`config.mk`:
```
export PLATFORM = sky130hd
export DESIGN_NAME = pipelined_cla_adder
export DESIGN_NICKNAME = d
export VERILOG_FILES = /design/src/rtl/alu_pkg.sv /design/src/rtl/cla_group.sv /design/src/rtl/pipelined_cla_adder.sv
export SDC_FILE = /design/constraint.sdc
export NUM_CORES = 1
export LEC_CHECK = 0
export ABC_AREA = 1
export CAP_MARGIN = 15
export CORE_MARGIN = 1.5
export CORE_UTILIZATION = 45
export CTS_BUF_LIST = sky130_fd_sc_hd__clkbuf_8
export DETAILED_ROUTE_END_ITERATION = 16
export PLACE_DENSITY = 0.62
export SYNTH_ARGS = -nofsm -noshare
export SYNTH_HDL_FRONTEND = slang
export SYNTH_SLANG_ARGS = --single-unit
```
`constraint.sdc`:
```
create_clock -name clk -period 2.5 [get_ports clk]
set_input_delay 0.5 -clock clk [delete_from_list [all_inputs] [get_ports clk]]
set_output_delay 0.5 -clock clk [all_outputs]
set_load 0.005 [all_outputs]
```
`src/rtl/alu_pkg.sv`:
```
// rtl/alu_pkg.sv - shared ALU constants, operation mode encoding and width sanity check.
package alu_pkg;

  localparam int DEF_WIDTH = 32;
  localparam int DEF_GROUP = 4;

  typedef enum logic {
    MODE_ADD = 1'b0,
    MODE_SUB = 1'b1
  } alu_mode_e;

  // Adder widths must split evenly into lookahead groups.
  function automatic bit group_divides(input int width, input int group);
    return (group > 0) && (width > 0) && ((width % group) == 0);
  endfunction

endpackage

```
`src/rtl/cla_group.sv`:
```
// rtl/cla_group.sv - combinational GROUP-bit carry-lookahead slice.
module cla_group
  import alu_pkg::*;
#(
  parameter int GROUP = DEF_GROUP
) (
  input  logic [GROUP-1:0] a,
  input  logic [GROUP-1:0] b,
  input  logic             cin,
  output logic [GROUP-1:0] sum,
  output logic             cout,
  output logic             c_msb
);

  logic [GROUP-1:0] g;
  logic [GROUP-1:0] p;
  logic [GROUP:0]   c;

  assign g = a & b;
  assign p = a | b;

  // Each carry is a flat sum of generate terms, not a ripple through c[i].
  always_comb begin
    logic acc;
    logic prop;
    c    = '0;
    acc  = 1'b0;
    prop = 1'b0;
    c[0] = cin;
    for (int i = 0; i < GROUP; i++) begin
      acc  = g[i];
      prop = p[i];
      for (int j = i - 1; j >= 0; j--) begin
        acc  = acc | (prop & g[j]);
        prop = prop & p[j];
      end
      c[i+1] = acc | (prop & cin);
    end
  end

  assign sum   = a ^ b ^ c[GROUP-1:0];
  assign cout  = c[GROUP];
  assign c_msb = c[GROUP-1];

endmodule

```
`src/rtl/pipelined_cla_adder.sv`:
```
// rtl/pipelined_cla_adder.sv - pipelined carry-lookahead adder/subtractor, one group per stage.
module pipelined_cla_adder
  import alu_pkg::*;
#(
  parameter int WIDTH = DEF_WIDTH,
  parameter int GROUP = DEF_GROUP
) (
  input  logic             clk,
  input  logic             rst,
  input  logic             InValid,
  output logic             InReady,
  input  logic [WIDTH-1:0] In1,
  input  logic [WIDTH-1:0] In2,
  input  logic             CI,
  input  logic             Sub,
  output logic             OutValid,
  input  logic             OutReady,
  output logic [WIDTH-1:0] Out,
  output logic             CO,
  output logic             OF,
  output logic             Zero
);

  localparam int STAGES = WIDTH / GROUP;

  if (!group_divides(WIDTH, GROUP)) begin : g_bad_width
    $error("pipelined_cla_adder: WIDTH must be a multiple of GROUP");
  end

  alu_mode_e mode;
  logic      adv;

  assign mode    = alu_mode_e'(Sub);
  assign adv     = !OutValid || OutReady;
  assign InReady = adv;

  // x words carry finished sum bits below the current group and raw A bits above it.
  for (genvar k = 0; k < STAGES; k++) begin : g_stage
    localparam int LO = k * GROUP;

    logic [WIDTH-1:0] x_in;
    logic [WIDTH-1:0] b_in;
    logic [WIDTH-1:0] x_d;
    logic [WIDTH-1:0] x_q;
    logic             c_in;
    logic             v_in;
    logic             c_q;
    logic             v_q;
    logic [GROUP-1:0] g_sum;
    logic             g_cout;
    logic             g_cmsb;

    if (k == 0) begin : g_src
      assign x_in = In1;
      assign b_in = (mode == MODE_SUB) ? ~In2 : In2;
      assign c_in = CI ^ (mode == MODE_SUB);
      assign v_in = InValid;
    end else begin : g_src
      assign x_in = g_stage[k-1].x_q;
      assign b_in = g_stage[k-1].g_fwd.b_q;
      assign c_in = g_stage[k-1].c_q;
      assign v_in = g_stage[k-1].v_q;
    end

    cla_group #(.GROUP(GROUP)) u_cla (
      .a    (x_in[LO +: GROUP]),
      .b    (b_in[LO +: GROUP]),
      .cin  (c_in),
      .sum  (g_sum),
      .cout (g_cout),
      .c_msb(g_cmsb)
    );

    always_comb begin
      x_d             = x_in;
      x_d[LO +: GROUP] = g_sum;
    end

    // Data only loads behind a valid beat, so bubbles leave the last result in place.
    always_ff @(posedge clk) begin
      if (rst) begin
        v_q <= 1'b0;
        x_q <= '0;
        c_q <= 1'b0;
      end else if (adv) begin
        v_q <= v_in;
        if (v_in) begin
          x_q <= x_d;
          c_q <= g_cout;
        end
      end
    end

    if (k < STAGES - 1) begin : g_fwd
      logic [WIDTH-1:0] b_q;
      logic             unused_cmsb;

      assign unused_cmsb = g_cmsb;

      always_ff @(posedge clk) begin
        if (rst) begin
          b_q <= '0;
        end else if (adv && v_in) begin
          b_q <= b_in;
        end
      end
    end else begin : g_last
      logic of_q;
      logic unused_b;

      assign unused_b = ^b_in;

      always_ff @(posedge clk) begin
        if (rst) begin
          of_q <= 1'b0;
        end else if (adv && v_in) begin
          of_q <= g_cmsb ^ g_cout;
        end
      end
    end
  end

  assign OutValid = g_stage[STAGES-1].v_q;
  assign Out      = g_stage[STAGES-1].x_q;
  assign CO       = g_stage[STAGES-1].c_q;
  assign OF       = g_stage[STAGES-1].g_last.of_q;
  assign Zero     = OutValid && (Out == '0);

endmodule

```
# --- Yosys cells after proc, flatten, opt, wreduce, memory -nomap -nowiden ---
# Cells that the tools add are included.
word_totals:
  regBits: 497
  inputBits: 70
  output_inout_bits: 37
  word_cells: 296
classes:
  n_mux: 1
  bitwise_logic: 243
  n_reduce_logical: 20
op_table:
  columns: ["cell", "n"]
  rows:
  - ["$and A1 B1 Y1", 128]
  - ["$or A1 B1 Y1", 80]
  - ["$xor A4 B4 Y4", 16]
  - ["$and A4 B4 Y4", 8]
  - ["$logic_not A32 Y1", 1]
  - ["$mux W32", 1]
  - ["$not A32 Y32", 1]
  - ["$or A4 B4 Y4", 8]
  - ["$reduce_and A2 Y1", 8]
  - ["$logic_and A1 B1 Y1", 9]
  - ["$xor A1 B1 Y1", 2]
  - ["$logic_not A1 Y1", 1]
  - ["$logic_or A1 B1 Y1", 1]

# --- Depth between registers and ports, before layout ---
depth:
  depth_word: 8
  mapped_depth: 13
  depth_no_buf: 11

# --- Cells and area by module ---
# A second synthesis with hierarchy kept.
hier_totals:
  cells_unflattened: 2108
  hier_area_um2: 16011.6
by_module_without_submodules:
  columns: ["mod", "n_inst", "cells_per_inst", "area_per_inst_um2", "seq_area_each_um2"]
  rows:
  - ["pipelined_cla_adder", 1, 1735, 13600.5, 7707.4]
  - ["cla_group at g_stage[3].u_cla ...", 5, 47, 302.8, 0.0]
  - ["cla_group at g_stage[0].u_cla ...", 3, 46, 299.0, 0.0]

# --- Least setup slack after synthesis ---
# OpenSTA, ideal clock, no wires.
synth_timing:
  path_kind: "input-to-reg"
  start: "in Sub"
  end: "reg g_stage[0].x_q[3]"
  setup_ns: 0.109
  t_arrival_ns: 1.795
  t_required_ns: 2.391
  slack_ns: 0.596
  path_stages: 12
  n_path_buf: 2
  cell_sequence: "buf_2 -> buf_2 -> xnor2_1 -> inv_1 -> ha_1 -> o21bai_1 -> nor2_1 -> nand2_1 -> nand2_1 -> nand3_1 -> nand2_1 -> inv_1"
synth_between:
  elab_chain_len: 7
  word_cells_on_any_way: 14
  cone_classes: "1 x mux; 13 x bitwise"
synth_rtl:
  columns: ["element", "line", "text"]
  rows:
  - ["start: declaration", "pipelined_cla_adder.sv:15", "input logic Sub,"]
  - ["$mux W32", "pipelined_cla_adder.sv:55", "assign b_in = (mode == MODE_SUB) ? ~In2 : In2;"]
  - ["$or A4 B4 Y4 / $and A4 B4 Y4 (equally long branches)", "cla_group.sv:20, cla_group.sv:19", null]
  - ["$and A1 B1 Y1, on equally long branches", "cla_group.sv:34, cla_group.sv:35", null]
  - ["$or A1 B1 Y1 (tied with other cells)", "cla_group.sv:34", "acc = acc | (prop & g[j]);"]
  - ["$or A1 B1 Y1 / $and A1 B1 Y1 (equally long branches)", "cla_group.sv:34, cla_group.sv:37", null]
  - ["$or A1 B1 Y1", "cla_group.sv:37", "c[i+1] = acc | (prop & cin);"]
  - ["$xor A4 B4 Y4 *", "cla_group.sv:41", "assign sum = a ^ b ^ c[GROUP-1:0];"]
  - ["end signal: assignment", "pipelined_cla_adder.sv:83", "x_q <= '0;"]
  - ["end signal: assignment", "pipelined_cla_adder.sv:88", "x_q <= x_d;"]
  - ["end: declaration", "pipelined_cla_adder.sv:44", "logic [WIDTH-1:0] x_q;"]
# Mark *: on every way between the ends. The rest lies on a longest branch, timed or not.
# A chain may end at the register's enable or synchronous reset.

# --- Worst setup path after layout ---
layout_timing:
  start: "in OutReady"
  end: "out InReady"
layout_between:
  elab_chain_len: 1
layout_rtl:
  columns: ["element", "line", "text"]
  rows:
  - ["start: declaration", "pipelined_cla_adder.sv:17", "input logic OutReady,"]
  - ["$logic_or A1 B1 Y1", "pipelined_cla_adder.sv:34", "assign adv = !OutValid || OutReady;"]
  - ["end: declaration", "pipelined_cla_adder.sv:11", "output logic InReady,"]
# No other way between the ends.

==> impl_metrics.yaml <==
synthesis:
  synthFlopType: "dfxtp_1"
  synth_edf_count: 0
  synth_top_area_share_pct: 49.70
  ys_top_cells_by_count: "520 x nor2_1, 385 x dfxtp_1, 342 x o21ai_0"
  ys_async_sr_fraction_pct: 0
  synthesis.nets: 2118
  yosysTopAreaCell: "dfxtp_1"
  yosysMostFrequentCell: "nor2_1"
  synth_area_um2: 15510
  avgSynthCellArea_um2: 7.844
  yosysSeqAreaShare_pct: 49.70
  ys_types: 32
  yosys_warnings: 0
  yosys-top-cells-area: "dfxtp_1 50%, nor2_1 13%, o21ai_0 11%, ha_1 5.2%, a21oi_1 4.5%"
  synth_seq_cells: 385
  syn_inst: 1977
drt:
  drtIter0Drc: 564
  routedWlPerCell_um: 12.60
  ant_nets: 0
  vias_per_cell: 4.761
  drc: 0
  wirelength_mm: 32.32
  dr.pass1.iters: 5
  vias: 12218
clock_tree:
  cts_buffer_depth: 3
  numClockSinks: 385
  clkTransAtPathRegs_ns: 0.06
  post_cts_resized: 3
  root_buffer: "clkbuf_8"
  cts_tree: "built"
  cts_setup_buffers: 0
  clk_latency_ns: 0.57
  hold_buffers: 0
  cts-buffers-inserted: 66
  cts_max_level: 3
pwr:
  cellPowerDensity_nw_per_um2: 711.3
  peakVddDrop_mv: 0.3720
  power.leakage_nw: 7.692
worst_setup_path:
  cpMostUsedCell: "clkdlybuf4s50_1"
  cp_max_fo: 9
  critPathLaunchType: "input port"
  worstSetupPathType: "in -> out"
  crit_slowest_cell: "clkdlybuf4s50_1"
  cp_data_required_time_ns: 2.00
  arrival_ns: 1.78
  end_kind: "output port"
  worstPathCellList: "clkdlybuf4s50_1 > nor2_8 > inv_6 > clkdlybuf4s50_1"
  cpPeakStageDelay_ns: 0.57
floorplan:
  rows: 67
  num_io_pins: 107
  dieArea_um2: 35580
  initial_core_util_pct: 46.02
  coreArea_um2: 33700
  fp.dieH_um: 188.6
  die_w_um: 188.6
finish:
  fin_nets: 2208
  final_area_um2: 18250
  syn_to_final_growth_pct: 17.71
  antenna_cells: 0
  n_fill_cell: 3313
  drive_above_1_share_pct: 7.224
timing:
  min_period_ns: 2.278
  maxSlewHeadroom_pct: 63.41
  final.setup.tns_ns: 0
  fin_hold_ws_ns: 0.3956
  grt_setup_unrepaired: "no"
  min_period_over_period_pct: 91.10
  setup_viol: 0
  hold_viol_final: 0
  final-max-slew-violation-count: 0
  fin_skew_ns: 0.02441
  fmax_mhz: 439.1
  worstMarginPinSlew_ns: 0.5488
placed_design:
  place_congestion: 0.8106
  io_buffers: 106
  dpl.hpwl_mm: 22.03
  dpl_cell_area_um2: 16930
global_routing:
  grt_max_degree: 103
  gr-total-overflow: 0
  grtUsageTotal_pct: 18.58
  grt_first_pass_wirelength_mm: 55.50
  antenna_found_initial: 0
  grt_pass1_vias: 11646
run_status:
  status: "finished clean"
worst_hold_path:
  hp-class: "in -> reg"
flow_run:
  cap_violations: 0
==> cell usage in the layout, fill, tap and decap left out, drive strengths merged <==
| cell type | count |
|---|---|
| dlygate4sd2 | 1 |
| o21bai | 2 |
| nand3 | 46 |
| clkinvlp | 2 |
| o21ai | 356 |
| xnor2 | 9 |
| ha | 64 |
| clkinv | 3 |
| inv | 206 |
| nor3b | 1 |
| nor2 | 522 |
| fa | 7 |
| a21oi | 139 |
| dfxtp | 385 |
| a211oi | 11 |
| a21o | 2 |
| xor2 | 30 |
| nand4 | 7 |
| nor4 | 4 |
| nor3 | 10 |
| clkdlybuf4s50 | 103 |
| nand2 | 82 |
| clkbuf | 86 |
| buf | 40 |
==> power by group <==
part	switching, W	leakage, nW	internal (W)
Clock	0.00243	0.780	0.00307
Combinational	0.000573	3.77	0.000416
Sequential	0.000117	3.14	0.00638
==> cell type report <==
type / instances / area [um^2] / area share, %
Clock buffer: 86 / 1184 / 6.484
Timing Repair Buffer: 144 / 1435 / 7.862
Tap cell: 448 / 560.5 / 3.071
Clock inverter: 33 / 135.1 / 0.7403
Multi-Input combinational cell: 1292 / 6554 / 35.90
Sequential cell: 385 / 7707 / 42.22
Inverter: 178 / 678.2 / 3.715
==> worst paths after layout <==
kind | startpoint | endpoint | slack [ns] | cells past startpoint
worst min-delay path | rst | g_stage[2].g_fwd.b_q[13]$_SDFFE_PP0P_ | 0.40 | 4
worst max register to register | OutValid$_SDFFE_PP0N_ | g_stage[5].c_q$_SDFFE_PP0P_ | 0.87 | 8
worst max-delay path | OutReady | InReady | 0.22 | 4
worst min register to register | g_stage[0].g_fwd.b_q[19]$_SDFFE_PP0P_ | g_stage[0].g_fwd.b_q[19]$_SDFFE_PP0P_ | 0.45 | 2
==> worst max-delay path, delay by kind of cell <==
kind	cells	cell delay, ns
and+or+nand+nor	1	0.07
buffers and inverters	3	1.20
==> layer usage <==
metal	wire (um)	vias up	track usage, %
met5	0	-	0
met2	14680	217	31.08
met3	1202	53	3.204
met1	15730	5406	24.20
li1	-	6542	-
met4	706	0	6.319
==> metrics by stage <==
step / util (%) / cells / worst slack [ns] / total power [W]
after floorplan: - / 1977 / 0.5956 / 0.007286
after global placement: 50.24 / 2447 / 0.2345 / 0.007604
after detailed placement: 50.24 / 2447 / 0.2203 / 0.007631
after CTS: 54.17 / 2566 / 0.1881 / 0.01315
after global routing: 54.17 / 2566 / 0.09374 / 0.01362
final: 54.17 / 2566 / 0.2224 / 0.01298
==> flip-flops by register name (all words and copies together) (netlist names) <==
| register | cells |
|---|---|
| OutValid | 1 |
| g_stage.x_q | 224 |
| CO | 1 |
| Out | 32 |
| g_stage.g_fwd.b_q | 112 |
| g_stage.v_q | 7 |
| g_stage.c_q | 7 |
| OF | 1 |
==> cell families (layout without fill, tap and decap cells) <==
kind of cell / Yosys count / count (layout) / synth area share, %
AND/OR/NAND/NOR: 672 / 672 / 17.19
XOR/XNOR: 39 / 39 / 2.203
adder cells (fa/ha/maj): 71 / 71 / 6.067
AO/OA/AOI/OAI: 510 / 510 / 16.77
buffers and inverters: 300 / 441 / 8.076
flip-flops: 385 / 385 / 49.70
(Power assumes the default switching activity.)
